File: config.mk
export PLATFORM = sky130hd
export DESIGN_NAME = cacode_sweep_ctrl_flat
export DESIGN_NICKNAME = d
export VERILOG_FILES = /design/src/rtl/cacode_sweep_ctrl_if.sv /design/src/rtl/cacode_sweep_ctrl.sv /design/src/flat_wrapper.sv
export SDC_FILE = /design/constraint.sdc
export NUM_CORES = 1
export LEC_CHECK = 0
export ABC_AREA = 1
export BUFFER_PORTS_ARGS = -buffer_cell sky130_fd_sc_hd__clkbuf_2
export CORE_ASPECT_RATIO = 0.5
export CORE_MARGIN = 2
export CORE_UTILIZATION = 50
export CTS_CLUSTER_SIZE = 30
export DETAILED_ROUTE_END_ITERATION = 16
export MAX_ROUTING_LAYER = met4
export PLACE_DENSITY = 0.81
export SLEW_MARGIN = 40
export SYNTH_ARGS = -nofsm -noshare
export SYNTH_HDL_FRONTEND = slang
export SYNTH_SLANG_ARGS = --single-unit
File: constraint.sdc
create_clock -name clk -period 2 [get_ports clk]
set_clock_uncertainty 0.15 [all_clocks]
set_input_delay 0.1 -clock clk [delete_from_list [all_inputs] [get_ports clk]]
set_output_delay 0.1 -clock clk [all_outputs]
set_load 0.02 [all_outputs]
File: src/rtl/cacode_sweep_ctrl_if.sv
// Signal bundle between the PRN sweep scheduler, its requester/correlator side
// and the C/A code generator it steers.
interface cacode_sweep_ctrl_if #(
   parameter int DWELL_W = 8
);
   logic               start;
   logic               abort;
   logic [5:0]         prn_first;
   logic [5:0]         prn_last;
   logic [DWELL_W-1:0] dwell;
   logic               chip_tick;
   logic               res_ack;
   logic               cacode_g2_init;
   logic [9:0]         cacode_init;
   logic               cacode_rd;
   logic [5:0]         prn;
   logic [9:0]         chip_idx;
   logic               epoch;
   logic               dwell_done;
   logic               busy;
   logic               sweep_done;
   logic               range_err;

   modport master (
      output start, abort, prn_first, prn_last, dwell, chip_tick, res_ack,
      input  cacode_g2_init, cacode_init, cacode_rd, prn, chip_idx, epoch,
             dwell_done, busy, sweep_done, range_err
   );

   modport slave (
      input  start, abort, prn_first, prn_last, dwell, chip_tick, res_ack,
      output cacode_g2_init, cacode_init, cacode_rd, prn, chip_idx, epoch,
             dwell_done, busy, sweep_done, range_err
   );
endinterface

File: src/rtl/cacode_sweep_ctrl.sv
// PRN sweep scheduler: loads G2 taps per PRN, advances the C/A code for a
// programmed number of periods, then waits for the correlator to take the result.
module cacode_sweep_ctrl #(
   parameter int DWELL_W  = 8,
   parameter int CODE_LEN = 1023
) (
   input logic               clk,
   input logic               rst,
   cacode_sweep_ctrl_if.slave bus
);

   localparam logic [9:0] CHIP_MAX = 10'(CODE_LEN - 1);

   typedef enum logic [1:0] {S_IDLE, S_LOAD, S_RUN, S_HOLD} state_t;

   state_t             state_q, state_d;
   logic [5:0]         prn_q, prn_d;
   logic [5:0]         prn_last_q, prn_last_d;
   logic [DWELL_W-1:0] dwell_q, dwell_d;
   logic [DWELL_W-1:0] period_q, period_d;
   logic [9:0]         chip_idx_q, chip_idx_d;
   logic               epoch_q, epoch_d;
   logic               sweep_done_q, sweep_done_d;
   logic               range_err_q, range_err_d;
   logic               range_ok;

   // G2 tap pair {tap_a, tap_b} for each GPS PRN; tap 10 encodes as 4'hA.
   function automatic logic [7:0] tap_pair(input logic [5:0] p);
      case (p)
         6'd1:  tap_pair = 8'h26;  6'd2:  tap_pair = 8'h37;
         6'd3:  tap_pair = 8'h48;  6'd4:  tap_pair = 8'h59;
         6'd5:  tap_pair = 8'h19;  6'd6:  tap_pair = 8'h2A;
         6'd7:  tap_pair = 8'h18;  6'd8:  tap_pair = 8'h29;
         6'd9:  tap_pair = 8'h3A;  6'd10: tap_pair = 8'h23;
         6'd11: tap_pair = 8'h34;  6'd12: tap_pair = 8'h56;
         6'd13: tap_pair = 8'h67;  6'd14: tap_pair = 8'h78;
         6'd15: tap_pair = 8'h89;  6'd16: tap_pair = 8'h9A;
         6'd17: tap_pair = 8'h14;  6'd18: tap_pair = 8'h25;
         6'd19: tap_pair = 8'h36;  6'd20: tap_pair = 8'h47;
         6'd21: tap_pair = 8'h58;  6'd22: tap_pair = 8'h69;
         6'd23: tap_pair = 8'h13;  6'd24: tap_pair = 8'h46;
         6'd25: tap_pair = 8'h57;  6'd26: tap_pair = 8'h68;
         6'd27: tap_pair = 8'h79;  6'd28: tap_pair = 8'h8A;
         6'd29: tap_pair = 8'h16;  6'd30: tap_pair = 8'h27;
         6'd31: tap_pair = 8'h38;  6'd32: tap_pair = 8'h49;
         default: tap_pair = 8'h00;
      endcase
   endfunction

   assign range_ok = (bus.prn_first >= 6'd1) && (bus.prn_first <= 6'd32) &&
                     (bus.prn_last  >= 6'd1) && (bus.prn_last  <= 6'd32) &&
                     (bus.prn_first <= bus.prn_last);

   always_comb begin
      state_d      = state_q;
      prn_d        = prn_q;
      prn_last_d   = prn_last_q;
      dwell_d      = dwell_q;
      period_d     = period_q;
      chip_idx_d   = chip_idx_q;
      epoch_d      = 1'b0;
      sweep_done_d = 1'b0;
      range_err_d  = 1'b0;

      if (bus.abort) begin
         state_d    = S_IDLE;
         prn_d      = '0;
         chip_idx_d = '0;
         period_d   = '0;
      end else begin
         case (state_q)
            S_IDLE: begin
               if (bus.start) begin
                  if (range_ok) begin
                     prn_d      = bus.prn_first;
                     prn_last_d = bus.prn_last;
                     dwell_d    = (bus.dwell == '0) ? DWELL_W'(1) : bus.dwell;
                     state_d    = S_LOAD;
                  end else begin
                     range_err_d = 1'b1;
                  end
               end
            end
            S_LOAD: begin
               chip_idx_d = '0;
               period_d   = '0;
               state_d    = S_RUN;
            end
            S_RUN: begin
               // The dwell is clamped to >=1, so the period count meets it before it can wrap.
               if (bus.chip_tick) begin
                  if (chip_idx_q == CHIP_MAX) begin
                     chip_idx_d = '0;
                     epoch_d    = 1'b1;
                     period_d   = period_q + DWELL_W'(1);
                     if (period_d == dwell_q) begin
                        state_d = S_HOLD;
                     end
                  end else begin
                     chip_idx_d = chip_idx_q + 10'd1;
                  end
               end
            end
            S_HOLD: begin
               if (bus.res_ack) begin
                  if (prn_q == prn_last_q) begin
                     state_d      = S_IDLE;
                     sweep_done_d = 1'b1;
                  end else begin
                     prn_d   = prn_q + 6'd1;
                     state_d = S_LOAD;
                  end
               end
            end
            default: state_d = S_IDLE;
         endcase
      end
   end

   always_ff @(posedge clk or negedge rst) begin
      if (!rst) begin
         state_q      <= S_IDLE;
         prn_q        <= '0;
         prn_last_q   <= '0;
         dwell_q      <= '0;
         period_q     <= '0;
         chip_idx_q   <= '0;
         epoch_q      <= 1'b0;
         sweep_done_q <= 1'b0;
         range_err_q  <= 1'b0;
      end else begin
         state_q      <= state_d;
         prn_q        <= prn_d;
         prn_last_q   <= prn_last_d;
         dwell_q      <= dwell_d;
         period_q     <= period_d;
         chip_idx_q   <= chip_idx_d;
         epoch_q      <= epoch_d;
         sweep_done_q <= sweep_done_d;
         range_err_q  <= range_err_d;
      end
   end

   // Only the chip-advance strobe is combinational, so the generator steps on the tick itself.
   assign bus.cacode_rd      = (state_q == S_RUN) && bus.chip_tick;
   assign bus.cacode_g2_init = (state_q == S_LOAD);
   assign bus.cacode_init    = (state_q != S_IDLE) ? {2'b00, tap_pair(prn_q)} : 10'd0;
   assign bus.prn            = prn_q;
   assign bus.chip_idx       = chip_idx_q;
   assign bus.epoch          = epoch_q;
   assign bus.dwell_done     = (state_q == S_HOLD);
   assign bus.busy           = (state_q != S_IDLE);
   assign bus.sweep_done     = sweep_done_q;
   assign bus.range_err      = range_err_q;

endmodule

File: src/flat_wrapper.sv
// flat-port wrapper written by rule: the top's interface ports become plain ports
module cacode_sweep_ctrl_flat 
#(
   parameter int DWELL_W  = 8,
   parameter int CODE_LEN = 1023
)
  (clk, rst, bus_start, bus_abort, bus_prn_first, bus_prn_last, bus_dwell, bus_chip_tick, bus_res_ack, bus_cacode_g2_init, bus_cacode_init, bus_cacode_rd, bus_prn, bus_chip_idx, bus_epoch, bus_dwell_done, bus_busy, bus_sweep_done, bus_range_err);
  cacode_sweep_ctrl_if #(.DWELL_W(DWELL_W)) bus_i ();
  input logic clk;
  input logic rst;
  input wire logic [$bits(bus_i.start)-1:0] bus_start;
  input wire logic [$bits(bus_i.abort)-1:0] bus_abort;
  input wire logic [$bits(bus_i.prn_first)-1:0] bus_prn_first;
  input wire logic [$bits(bus_i.prn_last)-1:0] bus_prn_last;
  input wire logic [$bits(bus_i.dwell)-1:0] bus_dwell;
  input wire logic [$bits(bus_i.chip_tick)-1:0] bus_chip_tick;
  input wire logic [$bits(bus_i.res_ack)-1:0] bus_res_ack;
  output wire logic [$bits(bus_i.cacode_g2_init)-1:0] bus_cacode_g2_init;
  output wire logic [$bits(bus_i.cacode_init)-1:0] bus_cacode_init;
  output wire logic [$bits(bus_i.cacode_rd)-1:0] bus_cacode_rd;
  output wire logic [$bits(bus_i.prn)-1:0] bus_prn;
  output wire logic [$bits(bus_i.chip_idx)-1:0] bus_chip_idx;
  output wire logic [$bits(bus_i.epoch)-1:0] bus_epoch;
  output wire logic [$bits(bus_i.dwell_done)-1:0] bus_dwell_done;
  output wire logic [$bits(bus_i.busy)-1:0] bus_busy;
  output wire logic [$bits(bus_i.sweep_done)-1:0] bus_sweep_done;
  output wire logic [$bits(bus_i.range_err)-1:0] bus_range_err;
  assign bus_i.start = bus_start;
  assign bus_i.abort = bus_abort;
  assign bus_i.prn_first = bus_prn_first;
  assign bus_i.prn_last = bus_prn_last;
  assign bus_i.dwell = bus_dwell;
  assign bus_i.chip_tick = bus_chip_tick;
  assign bus_i.res_ack = bus_res_ack;
  assign bus_cacode_g2_init = bus_i.cacode_g2_init;
  assign bus_cacode_init = bus_i.cacode_init;
  assign bus_cacode_rd = bus_i.cacode_rd;
  assign bus_prn = bus_i.prn;
  assign bus_chip_idx = bus_i.chip_idx;
  assign bus_epoch = bus_i.epoch;
  assign bus_dwell_done = bus_i.dwell_done;
  assign bus_busy = bus_i.busy;
  assign bus_sweep_done = bus_i.sweep_done;
  assign bus_range_err = bus_i.range_err;
  cacode_sweep_ctrl #(.DWELL_W(DWELL_W), .CODE_LEN(CODE_LEN)) u_core (.clk(clk), .rst(rst), .bus(bus_i));
endmodule
==> metrics.txt <==
# TYPE chip_impl_metric gauge
chip_impl_info{name="status",value="complete, but fails checks"} 1
chip_impl_info{name="failed_checks",value="negative setup slack"} 1
chip_impl_info{name="cpMostUsedCell",value="sky130_fd_sc_hd__ha_2"} 1
chip_impl_metric{name="antenna_violations_before_repair",unit=""} 0
chip_impl_metric{name="fp.dieArea",unit="um2"} 7199
chip_impl_metric{name="p_leak",unit="nW"} 2.282
chip_impl_metric{name="grt_max_degree",unit=""} 29
chip_impl_metric{name="boundaryPins",unit=""} 59
chip_impl_metric{name="detailedRoute.firstIterationViolations",unit=""} 382
chip_impl_metric{name="design.final.nets",unit=""} 625
chip_impl_metric{name="buffer_ports.inserted",unit=""} 56
chip_impl_metric{name="fin_util",unit=""} 0.7482
chip_impl_metric{name="synth_area_per_cell",unit="um2"} 7.237
chip_impl_metric{name="final_period_minus_worst_setup_slack",unit="ns"} 2.074
chip_impl_metric{name="layout-drive-gt1-share",unit=""} 0.3385
chip_impl_metric{name="post_drt_via_cell_ratio",unit=""} 5.660
chip_impl_info{name="netlist_top_cells_area",value="sky130_fd_sc_hd__dfrtp_1 33%, sky130_fd_sc_hd__nand2_1 11%, sky130_fd_sc_hd__ha_1 9.2%, sky130_fd_sc_hd__inv_1 7.4%, sky130_fd_sc_hd__nand3_1 4.9%"} 1
chip_impl_metric{name="crit_path_max_incr_delay",unit="ns"} 0.45
chip_impl_metric{name="worstHoldPathCells",unit=""} 3
chip_impl_metric{name="worst_r2r_path_cells",unit=""} 10
chip_impl_metric{name="die_y",unit="um"} 61.01
chip_impl_metric{name="synth.lib_cells_used.distinct",unit=""} 47
chip_impl_metric{name="synth_seq_area_share",unit=""} 0.3312
chip_impl_metric{name="total_global_routing_track_utilization",unit=""} 0.2623
chip_impl_metric{name="worst_setup_hold_path_clk_slew",unit="ns"} 0.06
chip_impl_info{name="cts_tree",value="built"} 1
chip_impl_metric{name="route.detailed.wl_per_inst",unit="um"} 16.69
chip_impl_metric{name="antenna_cells_inserted",unit=""} 0
chip_impl_metric{name="p_per_area",unit="nW/um2"} 1332
chip_impl_metric{name="layoutNonFillerInstCount",unit=""} 664
chip_impl_info{name="ordered_list_of_cells_on_the_worst_path",value="ha_2 -> inv_2 -> ha_2 -> nor2_1 -> o21ai_1 -> nand2_1 -> a21oi_2 -> buf_6"} 1
chip_impl_info{name="post-synth-top-area-cell",value="sky130_fd_sc_hd__dfrtp_1"} 1
chip_impl_info{name="critical_path_class",value="register to output port"} 1
chip_impl_metric{name="route.antenna.remaining_nets",unit=""} 0
chip_impl_metric{name="worst-slew-pin-transition",unit="ns"} 0.7507
chip_impl_metric{name="crit_required",unit="ns"} 1.75
chip_impl_metric{name="drt-total-wl",unit="mm"} 11.08
chip_impl_metric{name="worst_skew_pair.late_latency",unit="ns"} 0.29
chip_impl_metric{name="dp.final_hpwl",unit="mm"} 6.066
chip_impl_metric{name="filler_cell_count",unit=""} 398
chip_impl_metric{name="asyncSetResetFlopFracSynth",unit=""} 1.000
chip_impl_metric{name="post-route-drc-count",unit=""} 0
chip_impl_metric{name="dp_slack",unit="ns"} 0.03985
chip_impl_metric{name="critPathMaxFanout",unit=""} 4
chip_impl_metric{name="report.final.setup_viol",unit=""} 7
chip_impl_metric{name="final_max_tran_viols",unit=""} 0
chip_impl_metric{name="yosysWarningCount",unit=""} 0
chip_impl_metric{name="ys_ff_latch",unit=""} 43
chip_impl_info{name="ys.flop_type",value="sky130_fd_sc_hd__dfrtp_1"} 1
chip_impl_metric{name="cts.sink_count",unit=""} 43
chip_impl_metric{name="synthesis.instances",unit=""} 449
chip_impl_metric{name="grt_pass1_vias",unit=""} 3238
chip_impl_metric{name="final_min_period_over_clock_period",unit=""} 1.037
chip_impl_metric{name="via_count",unit=""} 3758
chip_impl_metric{name="timing.final.ws_setup",unit="ns"} -0.07436
chip_impl_metric{name="drv.max_cap_violation_count",unit=""} 0
chip_impl_info{name="worst_hold_path_type",value="input port to register"} 1
chip_impl_metric{name="syn-cell-area",unit="um2"} 3249
chip_impl_metric{name="flow.area_growth_from_synthesis",unit="%"} 42.32
chip_impl_metric{name="hold_viol_final",unit=""} 0
chip_impl_metric{name="core_region_area",unit="um2"} 6181
chip_impl_metric{name="max-vdd-ir-drop",unit="mV"} 1.220
chip_impl_metric{name="post_synth_top_area_share",unit=""} 0.3312
chip_impl_metric{name="worst_slew_margin_rel",unit=""} 0.4995
chip_impl_info{name="cp_slowest_cell",value="sky130_fd_sc_hd__dfrtp_2"} 1
chip_impl_metric{name="dieWidth",unit="um"} 118.0
chip_impl_metric{name="cts_htree_levels",unit=""} 2
chip_impl_metric{name="grt_remaining_overflow",unit=""} 0
chip_impl_info{name="clock_root_buffer_master",value="sky130_fd_sc_hd__clkbuf_16"} 1
chip_impl_info{name="crit_path_start_kind",value="register"} 1
chip_impl_metric{name="placementRows",unit=""} 20
chip_impl_metric{name="regToRegSetupSlack",unit="ns"} -0.02
chip_impl_metric{name="maxClockFrequency",unit="MHz"} 482.1
chip_impl_metric{name="initial_utilization",unit=""} 0.5257
chip_impl_metric{name="cts_made_buffers",unit=""} 5
chip_impl_metric{name="wire_length_of_the_first_global_routing_pass",unit="mm"} 14.59
chip_impl_metric{name="clk_path_buf_depth",unit=""} 2
chip_impl_metric{name="globalplace.congestion",unit=""} 0.9000
chip_impl_info{name="worstSetupEndpointType",value="output port"} 1
chip_impl_metric{name="detail_route.first_pass.iterations",unit=""} 6
chip_impl_metric{name="synth_enable_flop_cells",unit=""} 0
chip_impl_metric{name="worstPathArrival",unit="ns"} 1.82
chip_impl_info{name="rsz0062_at_grt",value="true"} 1
chip_impl_metric{name="placed_cells_incl_taps",unit=""} 602
-- cells in the final DEF (no fill, tap or decap), types with 4 or more instances in the layout --
cell type	n
sky130_fd_sc_hd__nand2_1	90
sky130_fd_sc_hd__inv_1	54
sky130_fd_sc_hd__clkbuf_2	50
sky130_fd_sc_hd__buf_4	48
sky130_fd_sc_hd__dfrtp_1	39
sky130_fd_sc_hd__nor2_1	36
sky130_fd_sc_hd__nand3_1	31
sky130_fd_sc_hd__dlygate4sd3_1	18
sky130_fd_sc_hd__o21ai_1	16
sky130_fd_sc_hd__o21ai_0	16
sky130_fd_sc_hd__ha_1	16
sky130_fd_sc_hd__a21oi_1	15
sky130_fd_sc_hd__inv_2	12
sky130_fd_sc_hd__a21oi_2	8
sky130_fd_sc_hd__nor2_4	8
sky130_fd_sc_hd__nand2_2	8
sky130_fd_sc_hd__buf_6	8
sky130_fd_sc_hd__nor2_2	7
sky130_fd_sc_hd__xor2_1	7
sky130_fd_sc_hd__o22ai_1	7
sky130_fd_sc_hd__o21ai_2	5
sky130_fd_sc_hd__nor3_1	5
sky130_fd_sc_hd__ha_4	5
sky130_fd_sc_hd__clkbuf_16	5
sky130_fd_sc_hd__nand4_1	4
sky130_fd_sc_hd__dfrtp_2	4
-- state kept, by name, summed over array words and instances, names as in the netlist --
| name | cells |
|---|---|
| u_core.bus.chip_idx | 10 |
| u_core.bus.epoch | 1 |
| u_core.bus.prn | 6 |
| u_core.bus.range_err | 1 |
| u_core.bus.sweep_done | 1 |
| u_core.dwell_q | 8 |
| u_core.period_q | 8 |
| u_core.prn_last_q | 6 |
| u_core.state_q | 2 |
-- cell type report --
cell class,instances,area [um2],area share
multi-input combinational,329,2091,0.4521
sequential,43,1081,0.2338
timing repair buffer,126,909.6,0.1967
inverter,70,272.8,0.05898
clock buffer,7,152.6,0.03301
tap,88,110.1,0.02381
clock inverter,1,7.507,0.001623
-- report_power, final --
part | switching (mW) | internal [mW] | leakage, nW
registers | 0.259 | 1.11 | 0.568
logic | 2.23 | 1.68 | 1.64
clock network | 0.357 | 0.532 | 0.0761
-- cell usage after synthesis (5+ instances only) --
library cell	number
sky130_fd_sc_hd__nand2_1	96
sky130_fd_sc_hd__inv_1	64
sky130_fd_sc_hd__dfrtp_1	43
sky130_fd_sc_hd__nor2_1	42
sky130_fd_sc_hd__nand3_1	32
sky130_fd_sc_hd__o21ai_0	26
sky130_fd_sc_hd__ha_1	24
sky130_fd_sc_hd__a21oi_1	22
sky130_fd_sc_hd__o21ai_1	10
sky130_fd_sc_hd__nor3_1	7
sky130_fd_sc_hd__o22ai_1	7
sky130_fd_sc_hd__xor2_1	7
sky130_fd_sc_hd__nor2_4	5
-- repair_timing --
item	in CTS	in global routing
pin swaps	7	24
endpoints found under the hold margin	43	0
hold buffers	18	0
cloned	0	2
resized for setup	26	69
buffers inserted	10	24
setup endpoints to repair	9	44
-- worst paths after layout --
check | startpoint | to
min in group asynchronous | rst | u_core.dwell_q[0]$_DFFE_PN0P_
worst min-delay path | bus_prn_first[1] | u_core.bus.prn[1]$_DFFE_PN0P_
max in group asynchronous | rst | u_core.bus.prn[3]$_DFFE_PN0P_
worst min register to register | u_core.prn_last_q[1]$_DFFE_PN0P_ | u_core.prn_last_q[1]$_DFFE_PN0P_
worst max register to register | u_core.state_q[0]$_DFFE_PN0P_ | u_core.bus.chip_idx[9]$_DFFE_PN0P_
worst max-delay path | u_core.bus.prn[1]$_DFFE_PN0P_ | bus_cacode_init[6]
-- routing by layer --
metal / part of all wire / GRT usage / vias up / routed length, um
met5: 0 / - / - / 0
met4: 0.039 / 0.07745 / 0 / 431
li1: - / - / 1723 / -
met2: 0.49 / 0.4776 / 221 / 5447
met3: 0.071 / 0.03289 / 45 / 785
met1: 0.40 / 0.3161 / 1769 / 4419
-- logic make-up after synthesis --
logic type	share of synthesized area
simple gates	0.2946
xor+xnor	0.02696
compound gates	0.1529
fa+ha+maj	0.09241
buf+inv	0.1009
other cells	0.001154
flops	0.3312
-- metrics by stage --
step	setup TNS (ns)	power, mW	hold WS (ns)	instance area (um2)
global placement	0	3.972	0.01623	3727
detailed placement	0	4.014	0.02276	3727
finish	-0.1561	6.162	0.02352	4624
global route	-1.204	6.465	0.05489	4624
floorplan	0	3.201	-0.3456	3267
CTS	-0.03777	5.225	0.01344	4219
-- worst max-delay path: cells and delay by family (launching register included) --
kind | cells | cell delay, ns
adder cells (fa/ha/maj) | 2 | 0.39
AO/OA/AOI/OAI | 2 | 0.34
AND/OR/NAND/NOR | 2 | 0.16
buffers and inverters | 2 | 0.21
flip-flops | 1 | 0.45
(Power assumes the default switching activity.)
